File: src/rtl/hsv_sequencer.sv
// Effect sequencer ahead of the HSV-to-RGB converter: timebase, debounced mode
// button and rainbow / colour-breathe / white-breathe / static effects on h/s/v.
module hsv_sequencer #(
   parameter int TICK_DIV       = 135000,
   parameter int DEBOUNCE_TICKS = 4,
   parameter int V_MIN          = 16
) (
   input  logic       sys_clk,
   input  logic       sys_rst_n,
   input  logic       btn_n,
   output logic [7:0] h,
   output logic [7:0] s,
   output logic [7:0] v,
   output logic [1:0] mode,
   output logic       update
);

   localparam int CNT_W = (TICK_DIV > 1) ? $clog2(TICK_DIV) : 1;
   localparam int DB_W  = $clog2(DEBOUNCE_TICKS + 1);
   localparam logic [CNT_W-1:0] CNT_LAST = CNT_W'(TICK_DIV - 1);
   localparam logic [DB_W-1:0]  DB_LAST  = DB_W'(DEBOUNCE_TICKS);
   localparam logic [7:0]       VMIN8    = 8'(V_MIN);

   typedef enum logic [1:0] {
      RAINBOW = 2'd0,
      BREATHE = 2'd1,
      WHITE   = 2'd2,
      STATIC  = 2'd3
   } mode_e;

   typedef enum logic {DB_RELEASED, DB_PRESSED} db_state_e;
   typedef enum logic {DIR_DOWN, DIR_UP}        dir_e;

   typedef struct packed {
      logic [7:0] h;
      logic [7:0] s;
      logic [7:0] v;
      mode_e      mode;
      dir_e       dir;
   } fx_t;

   // ---------------------------------------------------------------- timebase
   logic [CNT_W-1:0] tick_cnt;
   logic             tick;

   assign tick = (tick_cnt == CNT_LAST);

   always_ff @(posedge sys_clk) begin
      if (!sys_rst_n)  tick_cnt <= '0;
      else if (tick)   tick_cnt <= '0;
      else             tick_cnt <= tick_cnt + 1'b1;
   end

   // ------------------------------------------------------------ synchronizer
   logic [1:0] sync_q;
   logic       btn_lvl;

   always_ff @(posedge sys_clk) begin
      if (!sys_rst_n) sync_q <= 2'b11;
      else            sync_q <= {sync_q[0], btn_n};
   end

   assign btn_lvl = sync_q[1];

   // --------------------------------------------------------------- debouncer
   db_state_e       db_q, db_nx;
   logic [DB_W-1:0] dbc_q, dbc_nx, dbc_inc;
   logic            db_target;
   logic            press;

   assign dbc_inc = dbc_q + 1'b1;

   always_ff @(posedge sys_clk) begin
      if (!sys_rst_n) begin
         db_q  <= DB_RELEASED;
         dbc_q <= '0;
      end else begin
         db_q  <= db_nx;
         dbc_q <= dbc_nx;
      end
   end

   // Released counts low samples, pressed counts high samples; any sample at
   // the other level restarts the run.
   always_comb begin
      db_nx     = db_q;
      dbc_nx    = dbc_q;
      press     = 1'b0;
      db_target = (db_q == DB_PRESSED);
      if (tick) begin
         if (btn_lvl == db_target) begin
            if (dbc_inc == DB_LAST) begin
               db_nx  = (db_q == DB_RELEASED) ? DB_PRESSED : DB_RELEASED;
               dbc_nx = '0;
               press  = (db_q == DB_RELEASED);
            end else begin
               dbc_nx = dbc_inc;
            end
         end else begin
            dbc_nx = '0;
         end
      end
   end

   // ----------------------------------------------------------- effect engine
   fx_t   fx_q, fx_nx;
   mode_e mode_adv;
   logic  update_nx;

   assign mode_adv = mode_e'(fx_q.mode + 2'd1);

   always_ff @(posedge sys_clk) begin
      if (!sys_rst_n) begin
         fx_q   <= '{h: 8'd0, s: 8'd255, v: 8'd255, mode: RAINBOW, dir: DIR_DOWN};
         update <= 1'b0;
      end else begin
         fx_q   <= fx_nx;
         update <= update_nx;
      end
   end

   always_comb begin
      fx_nx = fx_q;
      if (tick) begin
         if (press) begin
            // A press tick only loads the entry values of the next effect.
            fx_nx.mode = mode_adv;
            fx_nx.s    = 8'd255;
            fx_nx.v    = 8'd255;
            case (mode_adv)
               BREATHE: fx_nx.dir = DIR_DOWN;
               WHITE: begin
                  fx_nx.s   = 8'd0;
                  fx_nx.dir = DIR_DOWN;
               end
               default: ;
            endcase
         end else begin
            case (fx_q.mode)
               RAINBOW: fx_nx.h = fx_q.h + 8'd1;
               BREATHE, WHITE: begin
                  if (fx_q.dir == DIR_DOWN) begin
                     if (fx_q.v == VMIN8) begin
                        fx_nx.dir = DIR_UP;
                        fx_nx.v   = VMIN8 + 8'd1;
                     end else begin
                        fx_nx.v   = fx_q.v - 8'd1;
                     end
                  end else begin
                     if (fx_q.v == 8'd255) begin
                        fx_nx.dir = DIR_DOWN;
                        fx_nx.v   = 8'd254;
                     end else begin
                        fx_nx.v   = fx_q.v + 8'd1;
                     end
                  end
               end
               default: ;
            endcase
         end
      end
   end

   // Direction is internal, so it does not count as a visible change.
   assign update_nx = (fx_nx.h != fx_q.h) || (fx_nx.s != fx_q.s) ||
                      (fx_nx.v != fx_q.v) || (fx_nx.mode != fx_q.mode);

   assign h    = fx_q.h;
   assign s    = fx_q.s;
   assign v    = fx_q.v;
   assign mode = fx_q.mode;

endmodule

File: config.mk
export PLATFORM = sky130hd
export DESIGN_NAME = hsv_sequencer
export DESIGN_NICKNAME = d
export VERILOG_FILES = /design/src/rtl/hsv_sequencer.sv
export SDC_FILE = /design/constraint.sdc
export NUM_CORES = 1
export LEC_CHECK = 0
export CORE_ASPECT_RATIO = 2
export CORE_MARGIN = 2
export CORE_UTILIZATION = 40
export DETAILED_ROUTE_END_ITERATION = 7
export MAX_ROUTING_LAYER = met4
export PLACE_DENSITY = 0.62
export SLEW_MARGIN = 20
export SYNTH_ARGS = -nofsm -noshare
export SYNTH_HDL_FRONTEND = slang
export SYNTH_SLANG_ARGS = --single-unit
export TNS_END_PERCENT = 30
File: constraint.sdc
create_clock -name sys_clk -period 4.8 [get_ports sys_clk]
set_input_delay 0.72 -clock sys_clk [delete_from_list [all_inputs] [get_ports sys_clk]]
set_output_delay 0.72 -clock sys_clk [all_outputs]
set_load 0.1 [all_outputs]
# Word-level counts from Yosys, hierarchy flattened
# Index checks and enable logic that the tools add are counted.
[word_totals]
reg_bits = 52
inputBits = 3
output_inout_bits = 27
elab_cells = 65
[op_classes]
n_addsub = 6
n_eq_ne = 14
mux = 23
bitwise = 2
reduce_logical = 10
[op_table]
columns = ["cell", "n"]
rows = [
  ["8-bit 2-to-1 mux", 9],
  ["27-bit 2-to-1 mux", 1],
  ["8-bit inequality test", 3],
  ["18-bit by 1-bit adder with 18-bit output (second input constant)", 1],
  ["18-bit equality test (second input constant)", 1],
  ["8-bit by 1-bit adder with 8-bit output (second input constant)", 2],
  ["1-bit 2-to-1 mux", 10],
  ["8-bit by 5-bit equality test with 1-bit output (second input constant)", 1],
  ["8-bit equality test (second input constant)", 1],
  ["8-bit by 1-bit subtractor with 8-bit output (second input constant)", 1],
  ["3-bit 2-to-1 mux", 2],
  ["3-bit AND reduction", 2],
  ["2-bit OR reduction", 3],
  ["2-bit by 1-bit equality test with 1-bit output (second input constant)", 2],
  ["2-bit equality test (second input constant)", 2],
  ["3-bit by 1-bit adder with 3-bit output (second input constant)", 1],
  ["3-bit equality test (second input constant)", 1],
  ["1-bit logical OR", 3],
  ["2-bit by 1-bit adder with 2-bit output (second input constant)", 1],
  ["2-bit logical NOT", 1],
  ["2-bit 2-to-1 mux", 1],
  ["2-bit inequality test", 1],
  ["2-bit inequality test (second input constant)", 1],
  ["1-bit NOT", 2],
  ["2 further kinds", 2],
]

# Longest topological paths before layout
[logic_depth]
word_depth = 11
depth_mapped = 7

# Least setup slack after synthesis
# Ideal clock, no wire load.
[synth_timing]
path_kind = "flip-flop to flip-flop"
start = "register fx_q, in the netlist v[0]"
end = "register update"
setup_time_ns = 0.120
arrival_ns = 1.899
required_time_ns = 4.680
setup_slack_ns = 2.781
stages_incl_launch_ff = 8
n_path_buf = 0
synth_period_minus_slack_ns = 2.019
cell_sequence = "dfxtp_1 inv_1 ha_1 or3b_4 o41a_1 a311oi_1 nor3_1 o31a_1"
[synth_between]
elab_chain_cells = 9
[synth_lines]
columns = ["item", "line_no", "rtl"]
rows = [
  ["start, declared", "106", "fx_t fx_q, fx_nx;"],
  ["start signal, assigned", "114", "fx_q <= '{h: 8'd0, s: 8'd255, v: 8'd255, mode: RAINBOW, dir: DIR_DOWN};"],
  ["start signal, assigned", "117", "fx_q <= fx_nx;"],
  ["8-bit by 1-bit subtractor with 8-bit output, or another cell as far along", "147", "fx_nx.v = fx_q.v - 8'd1;"],
  ["8-bit 2-to-1 mux (on tied branches)", "143, 150", ""],
  ["8-bit 2-to-1 mux", "142", "if (fx_q.dir == DIR_DOWN) begin"],
  ["8-bit 2-to-1 mux", "139", "case (fx_q.mode)"],
  ["8-bit 2-to-1 mux", "125", "if (press) begin"],
  ["27-bit 2-to-1 mux", "124", "if (tick) begin"],
  ["8-bit inequality test *", "166", "(fx_nx.v != fx_q.v) || (fx_nx.mode != fx_q.mode);"],
  ["1-bit logical OR *", "165", "assign update_nx = (fx_nx.h != fx_q.h) || (fx_nx.s != fx_q.s) ||"],
  ["1-bit logical OR *", "166", ""],
  ["end signal, assigned", "118", "update <= update_nx;"],
  ["end, declared", "15", "output logic update"],
]
# Every way passes the cells marked *; elsewhere a longest branch is shown, timed or not.
# A chain may end at the register's enable or synchronous reset.

# Worst setup path after layout
[layout_timing]
start = "register fx_q, in the netlist v[7]"
end = "output port v[7]"
[layout_rtl]
columns = ["item", "line_no", "rtl"]
rows = [
  ["end, declared", "13", "output logic [7:0] v,"],
]
# No word-level cell between the ends.

==> impl_metrics.py <==
metrics = {
    "critical_path": {
        "critical_path.endpoint": "v[7]",
        "critPathLaunch": "v[7]",
        "crit_chain": "clkdlybuf4s50_1",
        "reg2reg_slack_ps": 2350,
        "path_depth": 1,
        "cp.required_ps": 4080,
        "cp.arrival_ps": 2050,
        "r2r_end": "s[5]",
        "slowest_delay_ps": 1210,
        "start_kind": "register",
        "crit_type": "register to output pin",
        "rr_worst_depth": 6,
        "critPathBufInv": 1,
        "reg2reg_from": "dbc_q[0]",
        "path_max_fanout": 11,
        "crit_family": "buffers and inverters",
        "cp_slowest_cell": "clkdlybuf4s50_1",
        "cp-end-kind": "output pin",
    },
    "global_routing": {
        "grt_pass1_vias": 2250,
        "gr-total-overflow": 0,
        "antenna_found_initial": 0,
        "grt_pass1_wl_um": 10500,
        "grt_usage_pct": 16.5,
        "grt_max_degree": 30,
    },
    "clocking": {
        "htreeDepth": 2,
        "cts_buffers": 5,
        "cts_setup_buffers": 0,
        "clkLatencyLatePin_ps": 290,
        "clk_pin_slew_ps": 70,
        "cts_resized": 0,
        "cts_sinks": 52,
        "root_buffer": "clkbuf_16",
        "clockBufferDepth": 2,
        "cts_tree": "built",
        "cts_hold_buffers": 0,
    },
    "timing": {
        "fin_skew_ps": 3.04,
        "finalHoldViolations": 0,
        "rsz0062_at_grt": "no",
        "tns_ps": 0,
        "drv_slew": 0,
        "slew_headroom_pct": 34.8,
        "worst_pin_slew_ps": 976,
        "min_period_over_period_pct": 57.7,
        "setup-violations-final": 0,
        "clock.fmax_mhz": 361,
        "period_needed_ps": 2770,
    },
    "die": {
        "die_h_um": 125,
        "pin_count": 30,
        "core-area_sq_um": 7160,
        "start_util_pct": 40.6,
        "rows": 44,
        "die_area_sq_um": 8010,
        "die_w_um": 64.3,
    },
    "logic_synthesis": {
        "async_flop_share_pct": 0,
        "yosys.cell_types.count": 55,
        "ys_seq_area_share_pct": 35.8,
        "synth_simple_gate_area_share_pct": 26.5,
        "yosys.area.top_type": "dfxtp_1",
        "netlist.area_leader.share_pct": 35.8,
        "synth.area.top_cells": "dfxtp_1, buf_4, nor2_1",
        "synth_common_cells": "dfxtp_1, nor2_1, buf_4, nand2_1, nand3_1",
        "ys_ff_latch": 52,
        "synth_fa_ha_area_share_pct": 3.44,
        "synth.most_common_cell": "dfxtp_1",
        "synth_ff_type": "dfxtp_1",
        "synth_xor_xnor_area_share_pct": 7.53,
        "syn_avg_cell_area_sq_um": 8.38,
        "syn_nets": 358,
        "synthesis.area_sq_um": 2910,
        "synth_edf_count": 0,
        "yosys-mux-area-fraction_pct": 1.08,
        "synth_compound_area_share_pct": 15.4,
        "synth_top_family_by_area": "simple AND/OR/NAND/NOR gates",
        "syn_inst": 347,
        "ys_warn_count": 0,
    },
    "power_and_ir_drop": {
        "intPower_w": 0.000634,
        "swShare_pct": 20.8,
        "p_clk_share_pct": 43.7,
        "vdd_ir_drop_max_uv": 198,
        "power_density_nw_per_um2": 250,
        "pwr-share-seq_pct": 54.5,
        "combinationalPowerShare_pct": 1.8,
        "power_switching_w": 0.000167,
        "power_leakage_nw": 1.18,
    },
    "placement": {
        "dp_hpwl_um": 4490,
        "gp_congestion": 0.862,
        "io_buffers": 29,
        "dp.cells": 430,
    },
    "outcome": {
        "outcome": "complete, no violations",
    },
    "cells_and_area": {
        "nets": 356,
        "area_growth_pct": 10.2,
        "instances_no_fill": 438,
        "antenna_cells": 0,
        "drive_above_1_share_pct": 3.76,
    },
    "detailed_routing": {
        "drt-initial-drc-count": 87,
        "drt-pass1-iter-count": 4,
        "post_drt_via_cell_ratio": 5.44,
        "final_antenna_net_count": 0,
        "routed_wirelength_um": 6100,
        "wl_per_cell_um": 13.9,
        "drc": 0,
        "vias": 2382,
    },
    "run": {
        "maxCapViolations": 0,
    },
    "worst_hold_path": {
        "hold_path_class": "register to register",
    },
}
[power by group through the flow]
| stage | Combinational (W) | Clock, W | Sequential (W) |
|---|---|---|---|
| after floorplan | 0.0000112 | 0 | 0.000445 |
| after global routing | 0.0000160 | 0.000383 | 0.000437 |
| after CTS | 0.0000145 | 0.000363 | 0.000437 |
| final | 0.0000142 | 0.000350 | 0.000437 |
| after global placement | 0.0000139 | 0 | 0.000447 |
| after detailed placement | 0.0000144 | 0 | 0.000447 |
[registers in the layout, summed over array words and instances, names as in the netlist]
register	count
h	8
dbc_q	3
v	8
sync_q	2
fx_q	1
update	1
tick_cnt	18
s	8
mode	2
db_q	1
[logic make-up after synthesis]
kind of cell | after synthesis
adder cells (fa/ha/maj) | 8
AND/OR/NAND/NOR | 141
AO/OA/AOI/OAI | 67
flip-flops | 52
XOR/XNOR | 25
multiplexers | 3
buffers and inverters | 51
[stage by stage]
stage	hold WS [ps]	util, %	area [sq um]	power [W]	worst slack (ps)
detailed placement	406	42.8	3060	0.000461	2130
CTS	423	44.8	3210	0.000814	2020
floorplan	386	-	2910	0.000456	2780
global route	450	44.8	3210	0.000836	1980
finish	419	44.8	3210	0.000801	2030
global placement	402	42.8	3060	0.000460	2190
[routing by layer]
metal  GRT usage, %  up-vias  part of all wire [%]
met5              -        -                     0
met4           5.88        0                   1.8
met3           2.80       11                   3.3
met2           26.6       52                    50
met1           20.7     1127                    45
li1               -     1192                     -
[cells in the final DEF (no fill, tap or decap), types with 5 or more instances in the layout]
master           count
and3_1               6
clkbuf_16            5
nor3_1               9
or3_1                8
nand3_1             18
xor2_1              12
a21oi_1              7
nand4_1              9
xnor2_1             13
nand2_1             20
nor2_1              36
inv_1               13
o211ai_1             6
ha_1                 8
o21ai_0             16
dfxtp_1             52
a21o_1               8
clkdlybuf4s50_1     29
and2_1              10
[worst min-delay path by stage]
stage	start	slack, ps	depth (start not counted)	endpoint
2_1_floorplan	sync_q[0]	390	1	sync_q[1]
3_3_place_gp	sync_q[0]	400	1	sync_q[1]
3_5_place_dp	sync_q[0]	410	1	sync_q[1]
4_1_cts	sync_q[0]	420	1	sync_q[1]
5_1_grt	sync_q[0]	450	1	sync_q[1]
6_report	sync_q[0]	420	1	sync_q[1]
[area by class of cell]
| type | instances | area [sq um] |
|---|---|---|
| Clock buffer | 6 | 129 |
| Clock inverter | 2 | 16.3 |
| Fill cell | 715 | 3950 |
| Inverter | 13 | 48.8 |
| Multi-Input combinational cell | 244 | 1570 |
| Sequential cell | 52 | 1040 |
| Tap cell | 92 | 115 |
| Timing Repair Buffer | 29 | 290 |
Note: power is estimated with default switching activity, not from simulation.
